==> src/rtl/q_accel_arbiter.sv <==
// q_accel_arbiter: shares one Q = ((a-b)*(1+3c)-4d)/2 accelerator among NUM_REQ requesters.
// Round-robin admits at most one operand set per cycle; an in-order tag FIFO steers each
// result back to its requester one cycle after acc_valid_out (registered).
// Ports: req_valid/req_ready + req_a..d (packed slices) from requesters; rsp_valid (one-hot)
// + shared rsp_q back to them; acc_valid_in/acc_a..d to the accelerator, acc_valid_out/
// acc_q_out from it; busy = tags in flight; err_underflow = sticky result-without-tag flag.
module q_accel_arbiter #(
  parameter int DATA_WIDTH = 32,
  parameter int NUM_REQ    = 4,
  parameter int TAG_DEPTH  = 8,
  parameter int MAX_OUTST  = 4
) (
  input  logic                          clk,
  input  logic                          reset,
  input  logic [NUM_REQ-1:0]            req_valid,
  output logic [NUM_REQ-1:0]            req_ready,
  input  logic [NUM_REQ*DATA_WIDTH-1:0] req_a,
  input  logic [NUM_REQ*DATA_WIDTH-1:0] req_b,
  input  logic [NUM_REQ*DATA_WIDTH-1:0] req_c,
  input  logic [NUM_REQ*DATA_WIDTH-1:0] req_d,
  output logic [NUM_REQ-1:0]            rsp_valid,
  output logic [2*DATA_WIDTH-1:0]       rsp_q,
  output logic                          acc_valid_in,
  output logic [DATA_WIDTH-1:0]         acc_a,
  output logic [DATA_WIDTH-1:0]         acc_b,
  output logic [DATA_WIDTH-1:0]         acc_c,
  output logic [DATA_WIDTH-1:0]         acc_d,
  input  logic                          acc_valid_out,
  input  logic [2*DATA_WIDTH-1:0]       acc_q_out,
  output logic                          busy,
  output logic                          err_underflow
);

  localparam int TW = $clog2(NUM_REQ);
  localparam int PW = (TAG_DEPTH > 1) ? $clog2(TAG_DEPTH) : 1;
  localparam int CW = $clog2(TAG_DEPTH + 1);
  localparam int OW = $clog2(MAX_OUTST + 1);

  logic [TW-1:0]           rr_ptr_q, rr_ptr_d;
  logic [OW-1:0]           outst_q [NUM_REQ];
  logic [OW-1:0]           outst_d [NUM_REQ];
  logic [TW-1:0]           tag_mem_q [TAG_DEPTH];
  logic [TW-1:0]           tag_mem_d [TAG_DEPTH];
  logic [PW-1:0]           wr_ptr_q, wr_ptr_d, rd_ptr_q, rd_ptr_d;
  logic [CW-1:0]           count_q, count_d;
  logic                    acc_valid_in_q, acc_valid_in_d;
  logic [DATA_WIDTH-1:0]   acc_a_q, acc_a_d, acc_b_q, acc_b_d;
  logic [DATA_WIDTH-1:0]   acc_c_q, acc_c_d, acc_d_q, acc_d_d;
  logic [NUM_REQ-1:0]      rsp_valid_q, rsp_valid_d;
  logic [2*DATA_WIDTH-1:0] rsp_q_q, rsp_q_d;
  logic                    err_q, err_d;

  logic               tag_full, tag_empty, issue, pop;
  logic [NUM_REQ-1:0] eligible, gnt_oh, pop_oh;
  logic [TW-1:0]      gnt_idx, cand, pop_tag;

  // Full is judged on the registered count, so a pop in the same cycle never frees a slot early.
  assign tag_full  = (count_q == CW'(TAG_DEPTH));
  assign tag_empty = (count_q == '0);
  assign pop       = acc_valid_out && !tag_empty;
  assign pop_tag   = tag_mem_q[rd_ptr_q];
  assign pop_oh    = pop ? (NUM_REQ'(1) << pop_tag) : '0;

  always_comb begin
    eligible = '0;
    for (int i = 0; i < NUM_REQ; i++) begin
      eligible[i] = !reset && req_valid[i] && (outst_q[i] < OW'(MAX_OUTST)) && !tag_full;
    end
  end

  // Round-robin: first eligible requester at or after rr_ptr, wrapping.
  always_comb begin
    gnt_oh  = '0;
    gnt_idx = '0;
    cand    = '0;
    issue   = 1'b0;
    for (int k = 0; k < NUM_REQ; k++) begin
      cand = TW'((int'(rr_ptr_q) + k) % NUM_REQ);
      if (!issue && eligible[cand]) begin
        issue         = 1'b1;
        gnt_idx       = cand;
        gnt_oh[cand]  = 1'b1;
      end
    end
  end

  always_comb begin
    rr_ptr_d       = rr_ptr_q;
    outst_d        = outst_q;
    tag_mem_d      = tag_mem_q;
    wr_ptr_d       = wr_ptr_q;
    rd_ptr_d       = rd_ptr_q;
    count_d        = count_q;
    acc_valid_in_d = issue;
    acc_a_d        = acc_a_q;
    acc_b_d        = acc_b_q;
    acc_c_d        = acc_c_q;
    acc_d_d        = acc_d_q;
    rsp_valid_d    = pop_oh;
    rsp_q_d        = rsp_q_q;
    err_d          = err_q || (acc_valid_out && tag_empty);

    if (issue) begin
      rr_ptr_d  = (gnt_idx == TW'(NUM_REQ - 1)) ? '0 : gnt_idx + TW'(1);
      acc_a_d   = req_a[int'(gnt_idx)*DATA_WIDTH +: DATA_WIDTH];
      acc_b_d   = req_b[int'(gnt_idx)*DATA_WIDTH +: DATA_WIDTH];
      acc_c_d   = req_c[int'(gnt_idx)*DATA_WIDTH +: DATA_WIDTH];
      acc_d_d   = req_d[int'(gnt_idx)*DATA_WIDTH +: DATA_WIDTH];
      tag_mem_d[wr_ptr_q] = gnt_idx;
      wr_ptr_d  = (wr_ptr_q == PW'(TAG_DEPTH - 1)) ? '0 : wr_ptr_q + PW'(1);
    end

    if (pop) begin
      rsp_q_d  = acc_q_out;
      rd_ptr_d = (rd_ptr_q == PW'(TAG_DEPTH - 1)) ? '0 : rd_ptr_q + PW'(1);
    end

    if (issue && !pop)      count_d = count_q + CW'(1);
    else if (pop && !issue) count_d = count_q - CW'(1);

    // Issue and return for the same requester in one cycle cancel out.
    for (int i = 0; i < NUM_REQ; i++) begin
      if (gnt_oh[i] && !pop_oh[i])      outst_d[i] = outst_q[i] + OW'(1);
      else if (pop_oh[i] && !gnt_oh[i]) outst_d[i] = outst_q[i] - OW'(1);
    end
  end

  always_ff @(posedge clk) begin
    if (reset) begin
      rr_ptr_q       <= '0;
      wr_ptr_q       <= '0;
      rd_ptr_q       <= '0;
      count_q        <= '0;
      acc_valid_in_q <= 1'b0;
      acc_a_q        <= '0;
      acc_b_q        <= '0;
      acc_c_q        <= '0;
      acc_d_q        <= '0;
      rsp_valid_q    <= '0;
      rsp_q_q        <= '0;
      err_q          <= 1'b0;
      for (int i = 0; i < NUM_REQ; i++) outst_q[i] <= '0;
    end else begin
      rr_ptr_q       <= rr_ptr_d;
      wr_ptr_q       <= wr_ptr_d;
      rd_ptr_q       <= rd_ptr_d;
      count_q        <= count_d;
      acc_valid_in_q <= acc_valid_in_d;
      acc_a_q        <= acc_a_d;
      acc_b_q        <= acc_b_d;
      acc_c_q        <= acc_c_d;
      acc_d_q        <= acc_d_d;
      rsp_valid_q    <= rsp_valid_d;
      rsp_q_q        <= rsp_q_d;
      err_q          <= err_d;
      outst_q        <= outst_d;
    end
  end

  // Tag storage needs no reset: entries are only read behind the count.
  always_ff @(posedge clk) begin
    tag_mem_q <= tag_mem_d;
  end

  assign req_ready     = gnt_oh;
  assign rsp_valid     = rsp_valid_q;
  assign rsp_q         = rsp_q_q;
  assign acc_valid_in  = acc_valid_in_q;
  assign acc_a         = acc_a_q;
  assign acc_b         = acc_b_q;
  assign acc_c         = acc_c_q;
  assign acc_d         = acc_d_q;
  assign busy          = !tag_empty;
  assign err_underflow = err_q;

endmodule

==> config.mk <==
export PLATFORM = sky130hd
export DESIGN_NAME = q_accel_arbiter
export DESIGN_NICKNAME = d
export VERILOG_FILES = /design/src/rtl/q_accel_arbiter.sv
export SDC_FILE = /design/constraint.sdc
export NUM_CORES = 1
export LEC_CHECK = 0
export ABC_AREA = 1
export CORE_AREA = 2 2 303 305
export CTS_BUF_LIST = sky130_fd_sc_hd__clkbuf_4 sky130_fd_sc_hd__clkbuf_8 sky130_fd_sc_hd__clkbuf_16
export DETAILED_ROUTE_END_ITERATION = 10
export DIE_AREA = 0 0 305 307
export HOLD_SLACK_MARGIN = 0.1
export PLACE_DENSITY = 0.38
export SYNTH_ARGS = -nofsm -noshare
export SYNTH_HDL_FRONTEND = slang
export SYNTH_SLANG_ARGS = --single-unit
==> constraint.sdc <==
create_clock -name clk -period 6.95 [get_ports clk]
set_input_delay 1.7375 -clock clk [delete_from_list [all_inputs] [get_ports clk]]
set_output_delay 1.7375 -clock clk [all_outputs]
set_load 0.02 [all_outputs]
==> results.md, run 1 <==
Critical path:
- The sort of element at the start of the critical path is an input pin.
- The cell with the largest stage delay on the worst path is sky130_fd_sc_hd__clkdlybuf4s50_1.
- The gate family responsible for the most delay along the worst path is buffers and inverters.
- Data arrives at the worst endpoint at 4.42 ns.
- The kind of end point of the critical path is a primary output.
- The critical path contains buffers and inverters numbering 3 combined.
- Among the stages of the critical path, the cell type that occurs most often is sky130_fd_sc_hd__nand2_1.
- The critical path data required time is 5.21 ns.
- The worst setup path is of the input pin to primary output kind.
- The largest single stage delay on the critical path is 0.71 ns.
- The maximum fanout encountered on the critical timing path is 6.
- The signal on the critical path passes through clkdlybuf4s50_1 > inv_2 > nand2_1 > nor2_1 > nand2_1 > nand2_1 > nand2_1 > o21ai_2 > nand2_1 > o21ai_0 > clkdlybuf4s50_1.

Layout:
- Summing all multi-input logic gate instances after layout gives 0.00731 mm².
- The area growth from synthesis to final layout is 77.8%.
- Cells with a size suffix above 1 make up 4.26% of the layout.
- The sequential cells in the finished layout cover a total of 0.00492 mm².
- The final layout contains 3,308 nets.
- The final cell count without fillers is 3,918.
- The filler cells instantiated in the layout total 9,983.

Global routing:
- The overflow left after global routing is 0.
- The first global-routing pass estimated 115,000 µm of wire.
- The number of antenna violations at the first check in global routing came to 23.
- The via count of the first global-routing pass came to 16,900.
- Entering global routing, the biggest net connects 149 pins.
- The overall global routing resource usage is 16.4%.

Synth:
- The mean cell area of the mapped netlist is 6.49 µm².
- The number of nets in the synthesized netlist is 2,626.
- Yosys mapped the design onto 38 distinct sky130hd cell types.
- The count of mapped cells out of synthesis is 2,019.
- By area the synthesized netlist is led by sky130_fd_sc_hd__dfxtp_1, sky130_fd_sc_hd__nand3_1, sky130_fd_sc_hd__nand2_1, sky130_fd_sc_hd__nor2_1, sky130_fd_sc_hd__edfxtp_1.
- In this run, synthesis inferred 16 flip-flops with an integrated enable.
- Counting flops and latches in the post-synthesis netlist gives 238.
- The Yosys step of the flow raised 0 warnings.
- The biggest area contributor in the post-synthesis netlist is sky130_fd_sc_hd__dfxtp_1.
- Sequential cells were found to cover 37.6% of the synthesized design area.
- The synthesized netlist occupies a cell area of 0.0131 mm².
- The proportion of synthesized flip-flops having asynchronous set or reset is 0%.
- Of the post-synthesis cell area, the dominant cell type holds 33.9%.
- The top flip-flop cell by instance count after synthesis is sky130_fd_sc_hd__dfxtp_1.

Floorplanning:
- The floorplan has 111 rows.
- The core region is 0.0907 mm².
- The number of placed I/O pins is 786.
- The starting density of the core is 14.5%.
- The floorplan die height is 307 µm.
- The overall die area is 0.0936 mm².
- Measured along the x axis, the die boundary spans 305 µm.

Status:
- The run finished with clean final reports.

STA:
- Summed over all failing endpoints, the final setup total negative slack is 0 ns.
- The shortest period the worst path allows is 6.16 ns.
- Setup repair after global routing left no endpoint under its margin.
- The count of final max-slew check failures is 0.
- At the pin with the least slew margin, the transition time is 0.914 ns.
- Setup violations remaining at the end of the flow were counted as 0.
- The worst hold-check slack is 0.448 ns.
- The headroom to the max-slew limit is 39.0%.
- The portion of the clock cycle consumed by the worst path in the final layout is 88.7%.
- The clock skew after layout is 0.0338 ns.
- The number of hold-slack violations in the final timing report is 0.
- The maximum frequency from static timing analysis is 162 MHz.
- Once routing completed, OpenROAD measured the worst setup slack at 0.789 ns.

Route:
- The number of iterations in the first detailed-routing pass is 5.
- The average wire per standard cell is 20.3 µm.
- For this run, design rule violations remaining after detail routing come to 0.
- For this block, the initial DRC count from the detailed router was 957.
- After detailed routing, the total wire length is 79,700 µm.
- The detail route stage leaves a number of antenna-violating nets equal to 0.
- The overall via count from detail_route is 16,800.
- The number of vias per cell after detailed routing is 4.29.

CTS:
- The clock tree synthesis step divided the H-tree into 2 levels.
- The post-cts gate resize count is 0.
- The number of clock buffers inserted by TritonCTS is 37.
- The clock latency at the later pin of the worst-skew pair is 0.57 ns.
- The CTS tree is built.
- The clock-pin slew on the worst setup and hold paths is 0.05 ns.
- The buffer levels on the longest clock path is 3.
- The hold buffer count at cts is 0.
- The number of setup buffers added after CTS is 0.
- The number of clock sinks is 238.
- The clock tree root driver cell is sky130_fd_sc_hd__clkbuf_16.

Power:
- The post-route total power is 14.3 mW.
- The analysis attributes to cell leakage a power of 9.57 nW.
- The worst ir drop on vdd is 0.489 mV.
- Power spread over the standard cell area amounts to 616 mW/mm².

Placement:
- The weighted congestion reported at the end of routability-driven placement is 0.888.
- Prior to clock tree synthesis, the placed netlist has a worst setup slack of 0.772 ns.
- After detailed placement, the design holds a cell count of 3,848.
- The HPWL after detailed placement is 59,700 µm.
- The number of buffers added on ports is 785.

Min path:
- The path type of the worst min-delay path is register to register.

Flow run:
- The number of max-cap violations is 0.
[through the flow]
| step | util (%) | area [µm²] |
|---|---|---|
| after CTS | 25.7 | 23300 |
| final | 25.7 | 23300 |
| after global routing | 25.7 | 23300 |
| after global placement | 24.4 | 22100 |
| after detailed placement | 24.4 | 22100 |
| after floorplan | - | 13100 |
[cell usage in the layout (no fill, tap or decap), drive strengths merged, types with 5 or more instances in the layout]
| master | instances |
|---|---|
| nor2 | 177 |
| xor2 | 8 |
| clkinv | 8 |
| diode | 7 |
| o21ai | 91 |
| clkbuf | 47 |
| a21oi | 18 |
| nand3 | 663 |
| or2 | 5 |
| clkdlybuf4s50 | 785 |
| dfxtp | 222 |
| nand2 | 565 |
| buf | 25 |
| fa | 5 |
| clkinvlp | 5 |
| inv | 49 |
| ha | 19 |
| edfxtp | 16 |
[worst min-delay path: stages, from the launching register on]
cell,delay [ns]
sky130_fd_sc_hd__dfxtp_1,0.30
sky130_fd_sc_hd__nand2_1,0.06
sky130_fd_sc_hd__nand2_1,0.04
[cell families (layout without fill, tap and decap cells)]
group	Yosys count	after routing	share of synthesized area (%)
simple gates	1414	1414	47.3
xor+xnor	8	8	0.535
other cells	0	7	0
buf+inv	215	921	7.10
flops	238	238	37.6
compound gates	120	120	4.91
fa+ha+maj	24	24	2.58
[sequential cells by signal, summed over array words and instances, names as in the netlist, named ones only]
signal and count:
rsp_valid 4, acc_b 32, rr_ptr_q 1, err_underflow 1
outst_q 12, acc_c 32, wr_ptr_q 3, rd_ptr_q 3
rsp_q 64, acc_d 32, tag_mem_q 16, count_q 4
acc_a 32, acc_valid_in 1
[routing by layer]
layer | track usage, % | vias to the layer above | part of all wire [%]
li1 | - | 8124 | -
met1 | 18.7 | 7903 | 40
met2 | 29.1 | 638 | 50
met3 | 5.47 | 103 | 8.3
met4 | 4.11 | 22 | 1.9
met5 | 0 | - | 0.18
[area by class of cell]
type,instances,area share [%]
repair buffers,810,35.1
diodes,7,0.0752
clock inverters,16,0.757
well taps,1186,6.37
flip-flops and latches,238,21.1
clock buffers,47,4.40
multi-input cells,1566,31.4
inverters,48,0.773
[final timing paths]
kind,startpoint,to,slack [ns],cells after the start
worst max-delay path,reset,req_ready[0],0.79,11
worst min-delay path,acc_b[25]$_SDFFE_PP0P_,acc_b[25]$_SDFFE_PP0P_,0.45,2
worst max register to register,register,acc_a[2]$_SDFFE_PP0P_,2.81,13
worst min register to register,acc_b[25]$_SDFFE_PP0P_,acc_b[25]$_SDFFE_PP0P_,0.45,2
[synthesized netlist by cell type (2+ instances only)]
master	n
sky130_fd_sc_hd__nand2_1	561
sky130_fd_sc_hd__o21ai_0	86
sky130_fd_sc_hd__inv_1	40
sky130_fd_sc_hd__or2_2	4
sky130_fd_sc_hd__nor2_2	4
sky130_fd_sc_hd__o32ai_1	4
sky130_fd_sc_hd__fa_1	5
sky130_fd_sc_hd__dfxtp_1	222
sky130_fd_sc_hd__a21oi_1	17
sky130_fd_sc_hd__clkbuf_1	58
sky130_fd_sc_hd__a221oi_1	2
sky130_fd_sc_hd__ha_1	19
sky130_fd_sc_hd__buf_2	84
sky130_fd_sc_hd__nor2_1	172
sky130_fd_sc_hd__buf_4	5
sky130_fd_sc_hd__nand3_1	662
sky130_fd_sc_hd__o21ai_1	4
sky130_fd_sc_hd__edfxtp_1	16
sky130_fd_sc_hd__xor2_1	8
sky130_fd_sc_hd__buf_1	20
sky130_fd_sc_hd__nand2_2	3
sky130_fd_sc_hd__inv_2	7
[power by group]
part	internal, mW	switching, mW	total [mW]	leakage, nW
combinational	3.46	6.57	10.0	6.98
clock	1.12	0.768	1.89	0.584
sequential	2.10	0.328	2.43	2.00
total	6.68	7.66	14.3	9.57
No activity file was read; power rests on OpenSTA's default activity.
==> run 2: changes to the inputs <==
Settings changed: PLACE_DENSITY 0.38 to 0.43, RECOVER_POWER set to 50.
==> run 2 against run 1 <==
- the flow now finishes with violations (max-capacitance violations, max-slew violations)
- final cell count increased by 0.43%
- non-clock buffer count grew 4
- worst hold slack got worse by 0.0040 ns
- sequential share of layout area is 0.062 points lower
- critical path type unchanged
==> results.md, run 2 (synthesis gave the netlist of run 1 again) <==
Status:
- The run finished, with violations left.
- The checks that failed: max-capacitance violations, max-slew violations.

Critical path:
- The critical path in this run is classified as input pin to primary output.
- The largest single stage delay on the critical path is 0.73 ns.
- The worst register-to-register path has a setup slack of 2.62 ns.
- The critical path goes through dlygate4sd3_1 > inv_2 > nand2_1 > nor2_1 > nand2_1 > nand2_1 > nand2_1 > o21ai_2 > nand2_1 > o21ai_0 > clkdlybuf4s50_1.
- In this run the worst path has a maximum fanout of 14.
- Among all stages on the critical path, the largest delay is contributed by sky130_fd_sc_hd__clkdlybuf4s50_1.
- The worst setup path is launched from an input pin.
- STA puts the critical path data required time at 5.21 ns.
- The launch instance of the worst register-to-register path is count_q[0]$_SDFFE_PP0P_.
- The number of cells on the worst reg-to-reg path is 7.
- The launch point of the worst path is reset.
- The kind of end point of the critical path is a primary output.
- At the worst endpoint, the arrival time is 4.74 ns.
- The library cell appearing most often on the critical path is sky130_fd_sc_hd__nand2_1.
- The most critical setup path has its endpoint at req_ready[0].
- The destination of the worst register-to-register timing path is rsp_q[5]$_SDFFE_PP0P_.

Global routing:
- The wire length of the first global-routing pass is 109,000 µm.
- For this run, the total global-route usage over all layers was measured as 15.5%.
- Global routing finished with a remaining overflow of 0.
- The number of antenna violations at the first check in global routing is 27.
- The via count of the first global-routing pass was 16,400.
- Entering global routing, the biggest net connects 99 pins.

Flow run:
- The number of max-cap violations is 2.

Floorplanning:
- The starting density of the core is 14.5%.
- The overall die area is 0.0936 mm².
- Pin placement for this block handled 786 I/O pins.
- The die width is 305 µm.
- Measured along the y axis, the die boundary spans 307 µm.
- The region available for standard cell placement spans 0.0907 mm².
- The cell row count is 111.

CTS:
- The number of clock sinks is 238.
- Post-CTS timing repair inserted 0 buffers for setup.
- The buffer levels on the longest clock path is 3.
- The H-tree generated during clock tree synthesis spans 2 levels.
- TritonCTS built the clock tree.
- After clock tree synthesis, the flow added hold-fix buffers numbering 0.
- The post-cts gate resize count is 0.
- After clock tree synthesis, the clock-pin slew on the worst setup and hold paths is 0.05 ns.
- Counting the buffers created by CTS gives 36.
- The clock tree root driver cell is sky130_fd_sc_hd__clkbuf_16.
- Clock latency on the worst-skew pair, taken at its later pin, is 0.55 ns.

Layout:
- The area growth from synthesis to final layout is 78.3%.
- In the layout the commonest cells are sky130_fd_sc_hd__nand3_1, sky130_fd_sc_hd__clkdlybuf4s50_1, sky130_fd_sc_hd__nand2_1, sky130_fd_sc_hd__dfxtp_1, sky130_fd_sc_hd__dlygate4sd3_1.
- The commonest non-fill, non-tap cell in the layout is sky130_fd_sc_hd__nand3_1.
- Summing all multi-input logic gate instances after layout gives 0.00731 mm².
- The register with the most flip-flops in the layout has 64 of them.
- At the end of the flow the core is filled with cells to 25.8%.
- Fill cells in the final layout number 10,200.
- The fraction of layout cells with a size suffix above 1 is 4.28%.
- The sequential cell area is 0.00492 mm².
- At the end of the flow, the number of nets in the layout was 3,311.

Placement:
- During placement, the flow inserted port buffers numbering 785.
- Routability-driven placement finished with a final weighted congestion of 0.827.
- The estimated wirelength of the detail-placed design is 56,400 µm.

Route:
- The final wirelength is 75,700 µm.
- In this run the remaining antenna-violating nets after routing total 0.
- The initial detailed-routing violation count is 903.
- The routed layout has 16,400 vias.
- The average wire per standard cell is 19.2 µm.
- Using the TritonRoute via totals, the vias-per-cell ratio works out to 4.18.
- In the routed design, unresolved DRC markers number 0.
- The number of iterations in the first detailed-routing pass is 5.

STA:
- The portion of the clock cycle consumed by the worst path in the final layout is 93.1%.
- The total setup violations reported at the end of the flow is 0.
- In this run the tightest slew margin relative to its limit is -109%.
- For the final database, setup skew stands at 0.0191 ns.
- The count of final max-slew check failures is 108.
- At the pin with the least slew margin, the transition time is 3.14 ns.
- The number of hold-slack violations in the final timing report is 0.
- The setup TNS is 0 ns.
- Setup repair after global routing left no endpoint under its margin.
- The worst path in the final design needs a cycle of 6.47 ns, including I/O delays and setup.
- Based on the critical path, the design can be clocked at up to 154 MHz.

Power:
- The combinational share of power is 69.5%.
- The leakage power of the design is 9.91 nW.
- The analysis attributes to net switching a power of 7.63 mW.
- The share of total power dissipated in the clock network is 13.6%.
- The worst ir drop on vdd is 0.715 mV.
- The share of total power in sequential cells is 16.9%.
- The internal power of the cells totals 6.60 mW.
- Of the total power, the share spent switching nets is 53.6%.
- The power density over cell area is 609 mW/mm².

Min path:
- The worst hold path belongs to the class register to register.
-- run 2: worst min path at each step --
stage,startpoint,to,slack (ns),depth (start not counted)
floorplan,outst_q[2]$_SDFFE_PP0P_,outst_q[2]$_SDFFE_PP0P_,0.42,1
global placement,acc_c[15]$_SDFFE_PP0P_,acc_c[15]$_SDFFE_PP0P_,0.44,2
detailed placement,acc_b[6]$_SDFFE_PP0P_,acc_b[6]$_SDFFE_PP0P_,0.44,2
CTS,acc_b[6]$_SDFFE_PP0P_,acc_b[6]$_SDFFE_PP0P_,0.45,2
global route,acc_a[6]$_SDFFE_PP0P_,acc_a[6]$_SDFFE_PP0P_,0.46,2
finish,acc_d[18]$_SDFFE_PP0P_,acc_d[18]$_SDFFE_PP0P_,0.44,2
-- run 2: per-layer routing --
layer	vias to the layer above	global-route usage (%)	share of wire, %
met1	7503	17.4	39
met2	638	26.3	48
met4	12	6.68	3.9
met3	133	5.48	8.7
met5	-	0	0.094
li1	8145	-	-
-- run 2: layout make-up --
| type | instances | share of cell area [%] |
|---|---|---|
| Timing Repair Buffer | 814 | 35.0 |
| Clock buffer | 52 | 4.53 |
| Antenna cell | 17 | 0.182 |
| Sequential cell | 238 | 21.1 |
| Tap cell | 1186 | 6.35 |
| Clock inverter | 14 | 0.798 |
| Multi-Input combinational cell | 1566 | 31.3 |
| Inverter | 48 | 0.771 |
-- run 2: through the flow --
step           cells  setup slack (ns)  cell area (µm²)  total power [mW]  hold slack (ns)
2_1_floorplan   2019              2.10            13100              8.67            0.418
3_3_place_gp    3852             0.598            22100              12.7            0.436
3_5_place_dp    3852             0.570            22100              12.7            0.438
4_1_cts         3918             0.569            23300              14.7            0.451
5_1_grt         3931             0.210            23400              15.6            0.459
6_report        3935             0.477            23400              14.2            0.444
-- run 2: power by group through the flow --
stage | clock network (mW) | logic (mW) | registers, mW
2_1_floorplan | 0 | 5.68 | 2.99
3_5_place_dp | 0 | 10.2 | 2.45
6_report | 1.94 | 9.88 | 2.41
3_3_place_gp | 0 | 10.2 | 2.44
5_1_grt | 2.06 | 11.0 | 2.48
4_1_cts | 2.02 | 10.3 | 2.43
-- run 2: critical path: cells and delay by family --
| kind | cells | cell delay, ns |
|---|---|---|
| buf+inv | 3 | 1.52 |
| compound gates | 2 | 0.73 |
| simple gates | 6 | 0.72 |
